`src/rtl/imem_loader_if.sv`:
```
// Byte-stream input and instruction-memory write/status bundle for the program loader.
// The master side is the byte source; the slave side is the loader itself.
interface imem_loader_if #(
    parameter int ADDR_WIDTH  = 16,
    parameter int INSTR_WIDTH = 28
);
    logic                   byte_valid;
    logic [7:0]             byte_data;
    logic                   write_enable;
    logic [ADDR_WIDTH-1:0]  write_address;
    logic [INSTR_WIDTH-1:0] instruction;
    logic                   cpu_reset;
    logic                   done;
    logic                   error;

    modport master (
        output byte_valid, byte_data,
        input  write_enable, write_address, instruction, cpu_reset, done, error
    );

    modport slave (
        input  byte_valid, byte_data,
        output write_enable, write_address, instruction, cpu_reset, done, error
    );
endinterface

```
`src/rtl/imem_loader.sv`:
```
// Framed program loader: SYNC, N (16 bit), N x 4 instruction bytes, XOR checksum.
// Writes each word into instruction memory and releases the CPU only after a valid frame.
module imem_loader #(
    parameter int          ADDR_WIDTH  = 16,
    parameter int          INSTR_WIDTH = 28,
    parameter int          MAX_WORDS   = 256,
    parameter logic [7:0]  SYNC_BYTE   = 8'hA5
) (
    input  logic          clk,
    input  logic          rst,
    imem_loader_if.slave  bus
);

    typedef enum logic [2:0] {
        IDLE,
        LEN_HI,
        LEN_LO,
        WORD,
        CSUM,
        DONE,
        ERROR
    } state_t;

    state_t      state;
    logic [1:0]  byte_idx;
    logic [15:0] word_count;
    logic [15:0] len;
    logic [19:0] word_buf;
    logic [7:0]  csum;
    logic [15:0] frame_len;
    logic [15:0] next_count;

    assign frame_len  = {len[15:8], bus.byte_data};
    assign next_count = word_count + 16'd1;

    // Byte 0 contributes only its low nibble; the upper nibble must be zero on the wire.
    always_ff @(posedge clk) begin
        if (rst) begin
            state             <= IDLE;
            byte_idx          <= 2'd0;
            word_count        <= 16'd0;
            len               <= 16'd0;
            word_buf          <= 20'd0;
            csum              <= 8'd0;
            bus.write_enable  <= 1'b0;
            bus.write_address <= '0;
            bus.instruction   <= '0;
            bus.cpu_reset     <= 1'b1;
            bus.done          <= 1'b0;
            bus.error         <= 1'b0;
        end else begin
            bus.write_enable <= 1'b0;
            if (bus.byte_valid) begin
                case (state)
                    IDLE, DONE, ERROR: begin
                        if (bus.byte_data == SYNC_BYTE) begin
                            state             <= LEN_HI;
                            word_count        <= 16'd0;
                            bus.write_address <= '0;
                            csum              <= 8'd0;
                            bus.cpu_reset     <= 1'b1;
                            bus.done          <= 1'b0;
                            bus.error         <= 1'b0;
                        end
                    end
                    LEN_HI: begin
                        len[15:8] <= bus.byte_data;
                        csum      <= csum ^ bus.byte_data;
                        state     <= LEN_LO;
                    end
                    LEN_LO: begin
                        len[7:0] <= bus.byte_data;
                        csum     <= csum ^ bus.byte_data;
                        byte_idx <= 2'd0;
                        if (frame_len > 16'(MAX_WORDS)) begin
                            state     <= ERROR;
                            bus.error <= 1'b1;
                        end else if (frame_len == 16'd0) begin
                            state <= CSUM;
                        end else begin
                            state <= WORD;
                        end
                    end
                    WORD: begin
                        csum     <= csum ^ bus.byte_data;
                        byte_idx <= byte_idx + 2'd1;
                        case (byte_idx)
                            2'd0: begin
                                if (bus.byte_data[7:4] != 4'h0) begin
                                    state     <= ERROR;
                                    bus.error <= 1'b1;
                                end
                                word_buf <= {16'h0000, bus.byte_data[3:0]};
                            end
                            2'd3: begin
                                bus.instruction   <= INSTR_WIDTH'({word_buf, bus.byte_data});
                                bus.write_address <= ADDR_WIDTH'(word_count);
                                bus.write_enable  <= 1'b1;
                                word_count        <= next_count;
                                if (next_count == len) begin
                                    state <= CSUM;
                                end
                            end
                            default: word_buf <= {word_buf[11:0], bus.byte_data};
                        endcase
                    end
                    CSUM: begin
                        if (bus.byte_data == csum) begin
                            state         <= DONE;
                            bus.done      <= 1'b1;
                            bus.cpu_reset <= 1'b0;
                        end else begin
                            state     <= ERROR;
                            bus.error <= 1'b1;
                        end
                    end
                    default: state <= IDLE;
                endcase
            end
        end
    end

endmodule
```
`src/flat_wrapper.sv`:
```
// flat-port wrapper written by rule: the top's interface ports become plain ports
module imem_loader_flat 
#(
    parameter int          ADDR_WIDTH  = 16,
    parameter int          INSTR_WIDTH = 28,
    parameter int          MAX_WORDS   = 256,
    parameter logic [7:0]  SYNC_BYTE   = 8'hA5
)
  (clk, rst, bus_byte_valid, bus_byte_data, bus_write_enable, bus_write_address, bus_instruction, bus_cpu_reset, bus_done, bus_error);
  imem_loader_if #(.ADDR_WIDTH(ADDR_WIDTH), .INSTR_WIDTH(INSTR_WIDTH)) bus_i ();
  input  logic clk;
  input  logic rst;
  input wire logic [$bits(bus_i.byte_valid)-1:0] bus_byte_valid;
  input wire logic [$bits(bus_i.byte_data)-1:0] bus_byte_data;
  output wire logic [$bits(bus_i.write_enable)-1:0] bus_write_enable;
  output wire logic [$bits(bus_i.write_address)-1:0] bus_write_address;
  output wire logic [$bits(bus_i.instruction)-1:0] bus_instruction;
  output wire logic [$bits(bus_i.cpu_reset)-1:0] bus_cpu_reset;
  output wire logic [$bits(bus_i.done)-1:0] bus_done;
  output wire logic [$bits(bus_i.error)-1:0] bus_error;
  assign bus_i.byte_valid = bus_byte_valid;
  assign bus_i.byte_data = bus_byte_data;
  assign bus_write_enable = bus_i.write_enable;
  assign bus_write_address = bus_i.write_address;
  assign bus_instruction = bus_i.instruction;
  assign bus_cpu_reset = bus_i.cpu_reset;
  assign bus_done = bus_i.done;
  assign bus_error = bus_i.error;
  imem_loader #(.ADDR_WIDTH(ADDR_WIDTH), .INSTR_WIDTH(INSTR_WIDTH), .MAX_WORDS(MAX_WORDS), .SYNC_BYTE(SYNC_BYTE)) u_core (.clk(clk), .rst(rst), .bus(bus_i));
endmodule
```
`config.mk`:
```
export PLATFORM = sky130hd
export DESIGN_NAME = imem_loader_flat
export DESIGN_NICKNAME = d
export VERILOG_FILES = /design/src/rtl/imem_loader_if.sv /design/src/rtl/imem_loader.sv /design/src/flat_wrapper.sv
export SDC_FILE = /design/constraint.sdc
export NUM_CORES = 1
export LEC_CHECK = 0
export CAP_MARGIN = 40
export CORE_MARGIN = 3
export CORE_UTILIZATION = 51
export DETAILED_ROUTE_END_ITERATION = 10
export PLACE_DENSITY = 0.84
export RECOVER_POWER = 25
export SLEW_MARGIN = 20
export SYNTH_ARGS = -nofsm -noshare
export SYNTH_HDL_FRONTEND = slang
export SYNTH_SLANG_ARGS = --single-unit
```
`constraint.sdc`:
```
create_clock -name clk -period 2.4 [get_ports clk]
set_clock_uncertainty 0.1 [all_clocks]
set_input_delay 0.24 -clock clk [delete_from_list [all_inputs] [get_ports clk]]
set_output_delay 0.24 -clock clk [all_outputs]
set_load 0.1 [all_outputs]
```
==> impl_metrics.yaml, run 1 <==
power_and_ir_drop:
  intPower_uw: 3830
  switchingPower_uw: 1980
  p_per_area_mw_per_mm2: 837
  peakVddDrop_mv: 0.514
  comb_power_share: 0.223
  swShare: 0.341
  power_uw: 5820
  clkPwrFrac: 0.422
  seqPwrFrac: 0.356
  p_leak_uw: 0.00253
clock_network:
  numCtsBuffers: 17
  clockBufferDepth: 2
  cts_root_buf: "clkbuf_8"
  clkTransAtPathRegs_ps: 70
  clkLatencyLatePin_ps: 520
  clock-sinks: 113
  ctsHtreeMaxLevel: 4
  cts_tree: "yes"
  cts_setup_buffers: 0
place:
  dpl_cell_area_mm2: 0.00640
  port_buffers: 58
  dp_cells: 914
  hpwl_mm: 10.3
  gp_congestion: 0.967
sta:
  setup_violations: 1
  post-route-period-util: 1.00
  timing.hold.ws_ps: 158
  max_slew_margin: 0.218
  fmax_ghz: 0.416
  rsz0062_at_grt: "true"
  fin_setup_tns_ps: -6.47
  hold_viol: 0
  fin_ws_ps: -6.47
  min_period_ps: 2410
  worstMarginPinSlew_ps: 1180
  finalMaxSlewViolations: 0
worst_setup_path:
  cp-start-kind: "flop"
  crit_slowest_cell: "or4_4"
  worstPathArrival_ps: 2710
  crit_type: "flop to flop"
  critPathBufInv: 1
  required_ps: 2700
  crit_chain: "ha_4 > buf_6 > o21bai_1 > o2bb2ai_2 > a211o_1 > or4_4 > nor4_4 > a211oi_1"
  endpoint_kind: "flop"
  cpPeakStageDelay_ps: 430
  path_max_fanout: 6
  path_delay_family: "simple AND/OR/NAND/NOR gates"
grt:
  grt_pass1_wl_mm: 25.1
  grt_overflow_total: 0
  grt.total_usage: 0.265
  grt_max_degree: 67
  grt_pass1_vias: 5233
  grt_antenna_before_repair: 0
synthesis:
  syn_avg_cell_area_um2: 7.71
  synth_top_family_by_area: "simple AND/OR/NAND/NOR gates"
  synthMuxAreaShare: 0.0206
  synth_nets: 722
  synth_cell_types: 59
  synth_top_area_share: 0.415
  synthesis.area_mm2: 0.00546
  ys_seq_area_frac: 0.415
  synth_fa_ha_area_frac: 0.00872
  yosysWarnings: 0
  synth-main-ff-cell: "dfxtp_1"
  synthXorXnorAreaFrac: 0.0369
  synth_area_leaders: "dfxtp_1, a21oi_1, nand2_1, nor2_1, nand3b_1"
  synth_edf_count: 0
  synth-compound-area-share: 0.184
  synth_top_area_cell: "dfxtp_1"
  synth_seq_cells: 113
  syn_inst: 708
  synthSimpleGateAreaFrac: 0.278
  synthArstFlopShare: 0
floorplanning:
  num_rows: 37
  die_y_um: 109
  die_area_mm2: 0.0120
  io_pins: 59
  core_area_mm2: 0.0104
  dieWidth_um: 109
  start_util: 0.526
job:
  drv_cap: 0
cells_and_area:
  drive_above_1_share: 0.190
  fin_cells: 946
  fin_nets: 811
  stdcell_area_mm2: 0.00695
  n_antenna_cell: 0
  layout_commonest_cell: "nand2_1"
  final_cell_mix: "nand2_1, dfxtp_1, a21oi_1, buf_4, nor2_1"
  areaGrowthSynthToFinish_pct: 27.4
  nFillCells: 863
detailed_routing:
  dr_total_vias: 5561
  ant_nets: 0
  drtPass1Iterations: 5
  drt-vias-per-instance: 5.88
  wl_mm: 15.5
  drc: 0
  drt_iter0_drc: 535
  routedWlPerCell_um: 16.4
outcome:
  status: "finished, violations left"
  violations: "negative setup slack"
hold_path:
  min_path_type: "primary input to flop"
[cells by family (layout without fill, tap and decap cells)]
group / Yosys count / in the layout
flops: 113 / 113
simple gates: 309 / 309
compound gates: 177 / 177
xor+xnor: 23 / 23
buf+inv: 71 / 173
mux: 11 / 11
fa+ha+maj: 4 / 4
[path summary, 6_finish.rpt]
path | startpoint | to | slack, ps | cells past startpoint
setup reg to reg | u_core.word_count[0]$_SDFFE_PP0P_ | u_core.state[0]$_SDFFE_PP0P_ | -6 | 8
setup / recovery | u_core.word_count[0]$_SDFFE_PP0P_ | u_core.state[0]$_SDFFE_PP0P_ | -6 | 8
hold / removal | rst | u_core.csum[6]$_SDFFE_PP0P_ | 160 | 2
hold reg to reg | u_core.bus.instruction[21]$_SDFFE_PP0P_ | u_core.bus.instruction[21]$_SDFFE_PP0P_ | 350 | 2
[metrics by stage]
step                      setup slack, ps   util
final                               -6.47  0.670
after global routing                -74.5  0.670
after CTS                            2.89  0.676
after detailed placement             -328  0.617
after global placement               -289  0.617
after floorplan                      6.83      -
[layer usage]
metal	GRT usage	vias to the layer above	part of all wire	wire length, um
met4	0.104	0	0.022	346
met3	0.0575	39	0.082	1270
met2	0.447	276	0.49	7550
li1	-	2632	-	-
met1	0.331	2614	0.41	6310
met5	0	-	0	0
[Yosys cell counts, drive strengths merged, types with 9 or more instances]
| master | number |
|---|---|
| nor3 | 15 |
| dfxtp | 113 |
| nor2 | 73 |
| nand3b | 25 |
| xor2 | 9 |
| nand2 | 133 |
| mux2i | 9 |
| xnor2 | 14 |
| nand3 | 14 |
| clkbuf | 36 |
| buf | 23 |
| a21oi | 106 |
| o21ai | 27 |
| inv | 12 |
[sequential cells by signal, summed over array words and instances, names as in the netlist, 2 cells and up]
| signal | flops |
|---|---|
| u_core.bus.instruction | 28 |
| u_core.byte_idx | 2 |
| u_core.len | 16 |
| u_core.word_buf | 20 |
| u_core.csum | 8 |
| u_core.bus.write_address | 16 |
| u_core.state | 3 |
| u_core.word_count | 16 |
[power groups by stage]
| stage | clock, uW | sequential, uW | combinational, uW |
|---|---|---|---|
| final | 2450 | 2070 | 1300 |
| after global routing | 2560 | 2080 | 1400 |
| after CTS | 2470 | 2060 | 1280 |
| after detailed placement | 0 | 2100 | 1270 |
| after global placement | 0 | 2100 | 1230 |
| after floorplan | 0 | 2210 | 788 |
[layout make-up]
type	instances	area, um^2	area share
Clock buffer	17	414	0.0596
Multi-Input combinational cell	524	3000	0.431
Timing Repair Buffer	129	890	0.128
Sequential cell	113	2270	0.327
Clock inverter	15	161	0.0232
Tap cell	136	170	0.0245
Inverter	12	45.0	0.00648
[timing repair]
item                                    in CTS  in global routing
endpoints found under the setup margin       3                  5
pin swaps                                    3                  4
hold buffers                                 0                  0
gates resized for setup                      6                 16
No activity file was read; power rests on OpenSTA's default activity.
==> run 2, diff against run 1 <==
- ABC_CLOCK_PERIOD_IN_PS: not set -> 2400
==> results of run 2 <==
Same layout as run 1: the final DEF is identical, and so are final timing and power.
==> run 3, diff against run 2 <==
- TNS_END_PERCENT: not set -> 5
==> run 3 against run 2 <==
Against the previous run: the flow still finishes with violations (negative setup slack); clock power about the same; critical path type unchanged; total power about the same; clock-buffer cell count unchanged; non-clock buffer count unchanged; final cell count unchanged; via count decreased by 0.76%; sequential share of layout area unchanged; critical endpoint unchanged; flip-flop and latch count unchanged; critical path depth unchanged.
==> impl_metrics.yaml, run 3 (synthesis gave the netlist of run 1 again) <==
clock_network:
  clockBufferDepth: 2
  cts_root_buf: "clkbuf_8"
  cts_tree: "yes"
  cts_setup_buffers: 0
  clkLatencyLatePin_ps: 520
  ctsHtreeMaxLevel: 4
  postCtsHoldBufs: 0
  numCtsBuffers: 17
  clkTransAtPathRegs_ps: 60
  clock-sinks: 113
grt:
  grt_overflow_total: 0
  grt_pass1_wl_mm: 25.1
  grt.total_usage: 0.265
  grt_antenna_before_repair: 0
  grt_max_degree: 67
  grt_pass1_vias: 5233
detailed_routing:
  drt_iter0_drc: 509
  dr_total_vias: 5519
  wl_mm: 15.5
  ant_nets: 0
  drc: 0
  routedWlPerCell_um: 16.3
  drtPass1Iterations: 6
  drt-vias-per-instance: 5.83
hold_path:
  min_delay_path_depth: 2
  min_from: "rst"
  min_path_type: "primary input to flop"
  whs_endpoint: "u_core.len[13]$_SDFFE_PP0P_"
worst_setup_path:
  endpoint_kind: "flop"
  worstRegToRegCells: 8
  required_ps: 2700
  cp-start-kind: "flop"
  r2r_end: "u_core.state[0]$_SDFFE_PP0P_"
  r2r-start: "u_core.word_count[0]$_SDFFE_PP0P_"
  cpPeakStageDelay_ps: 430
  crit_slowest_cell: "or4_4"
  crit_chain: "ha_4 > buf_6 > o21bai_1 > o2bb2ai_2 > a211o_1 > or4_4 > nor4_4 > a211oi_1"
  crit_type: "flop to flop"
  reg2reg_slack_ps: -10
  path_max_fanout: 6
  cp-startpoint: "u_core.word_count[0]$_SDFFE_PP0P_"
  worstPathArrival_ps: 2710
sta:
  setup_violations: 1
  min_period_ps: 2410
  fin_ws_ps: -11.7
  fmax_ghz: 0.415
  max_slew_margin: 0.218
  post-route-period-util: 1.00
  finalMaxSlewViolations: 0
  rsz0062_at_grt: "true"
  timing.hold.ws_ps: 159
  hold_viol: 0
  worstMarginPinSlew_ps: 1180
cells_and_area:
  fin_util: 0.670
  layout_commonest_cell: "nand2_1"
  areaGrowthSynthToFinish_pct: 27.4
  n_antenna_cell: 0
  fin_nets: 811
  largest_reg_flops: 28
  reg_top3: "u_core.bus.instruction: 28 flops, u_core.word_buf: 20 flops"
  drive_above_1_share: 0.190
  final_cell_mix: "nand2_1, dfxtp_1, a21oi_1, buf_4, nor2_1"
  top_register: "u_core.bus.instruction"
place:
  gp_congestion: 0.967
  hpwl_mm: 10.3
  port_buffers: 58
floorplanning:
  die_y_um: 109
  die_area_mm2: 0.0120
  num_rows: 37
  core_area_mm2: 0.0104
  start_util: 0.526
  io_pins: 59
  dieWidth_um: 109
job:
  drv_cap: 0
power_and_ir_drop:
  p_per_area_mw_per_mm2: 837
  p_leak_uw: 0.00253
  peakVddDrop_mv: 0.511
outcome:
  violations: "negative setup slack"
  status: "finished, violations left"
run 3: cell counts in the layout (fill, tap and decap cells not counted):
Identical to the previous run, type by type.
run 3: worst max path at each step:
stage	endpoint	slack [ps]	depth (start not counted)
2_1_floorplan	u_core.state[0]$_SDFFE_PP0P_	7	8
3_3_place_gp	u_core.state[1]$_SDFFE_PP0P_	-290	7
3_5_place_dp	u_core.state[0]$_SDFFE_PP0P_	-330	7
4_1_cts	u_core.state[0]$_SDFFE_PP0P_	3	8
5_1_grt	u_core.state[0]$_SDFFE_PP0P_	-70	8
6_report	u_core.state[0]$_SDFFE_PP0P_	-10	8
run 3: power breakdown:
group	internal, uW	switching, uW	total, uW	leakage, uW
clock	1430	1020	2450	0.000283
sequential	1970	103	2070	0.000914
combinational	442	854	1300	0.00133
run 3: final cells by class:
type / count / area, um^2
inverter: 12 / 45.0
clock buffer: 17 / 414
sequential: 113 / 2270
tap: 136 / 170
timing repair buffer: 129 / 890
multi-input combinational: 524 / 3000
clock inverter: 15 / 161
fill: 863 / 3420
run 3: stage by stage:
stage                     instance area (um^2)  worst slack, ps  power, uW  cells  TNS, ps
after global routing                      6950            -74.5       6030    946     -183
after floorplan                           5470             6.83       3000    708        0
after detailed placement                  6400             -328       3380    914    -6860
after global placement                    6400             -289       3330    914    -4860
after CTS                                 7010             2.89       5810    946        0
final                                     6950            -11.7       5810    946    -11.7
run 3: critical path: cells and delay by family, from the launching register on:
family	cells	cell delay, ps
compound gates	4	720
fa+ha+maj	1	170
buf+inv	1	130
flops	1	370
simple gates	2	780
run 3: timing repair:
action,CTS,global route
endpoints found under the setup margin,3,5
gates resized for setup,6,16
pin swaps,3,4
run 3: per-layer routing:
metal,GRT usage,vias up,routed length [um],share of wire
met5,0,-,0,0
met4,0.104,0,318,0.021
met3,0.0575,33,1220,0.079
met2,0.447,269,7510,0.49
met1,0.331,2587,6410,0.41
li1,-,2630,-,-
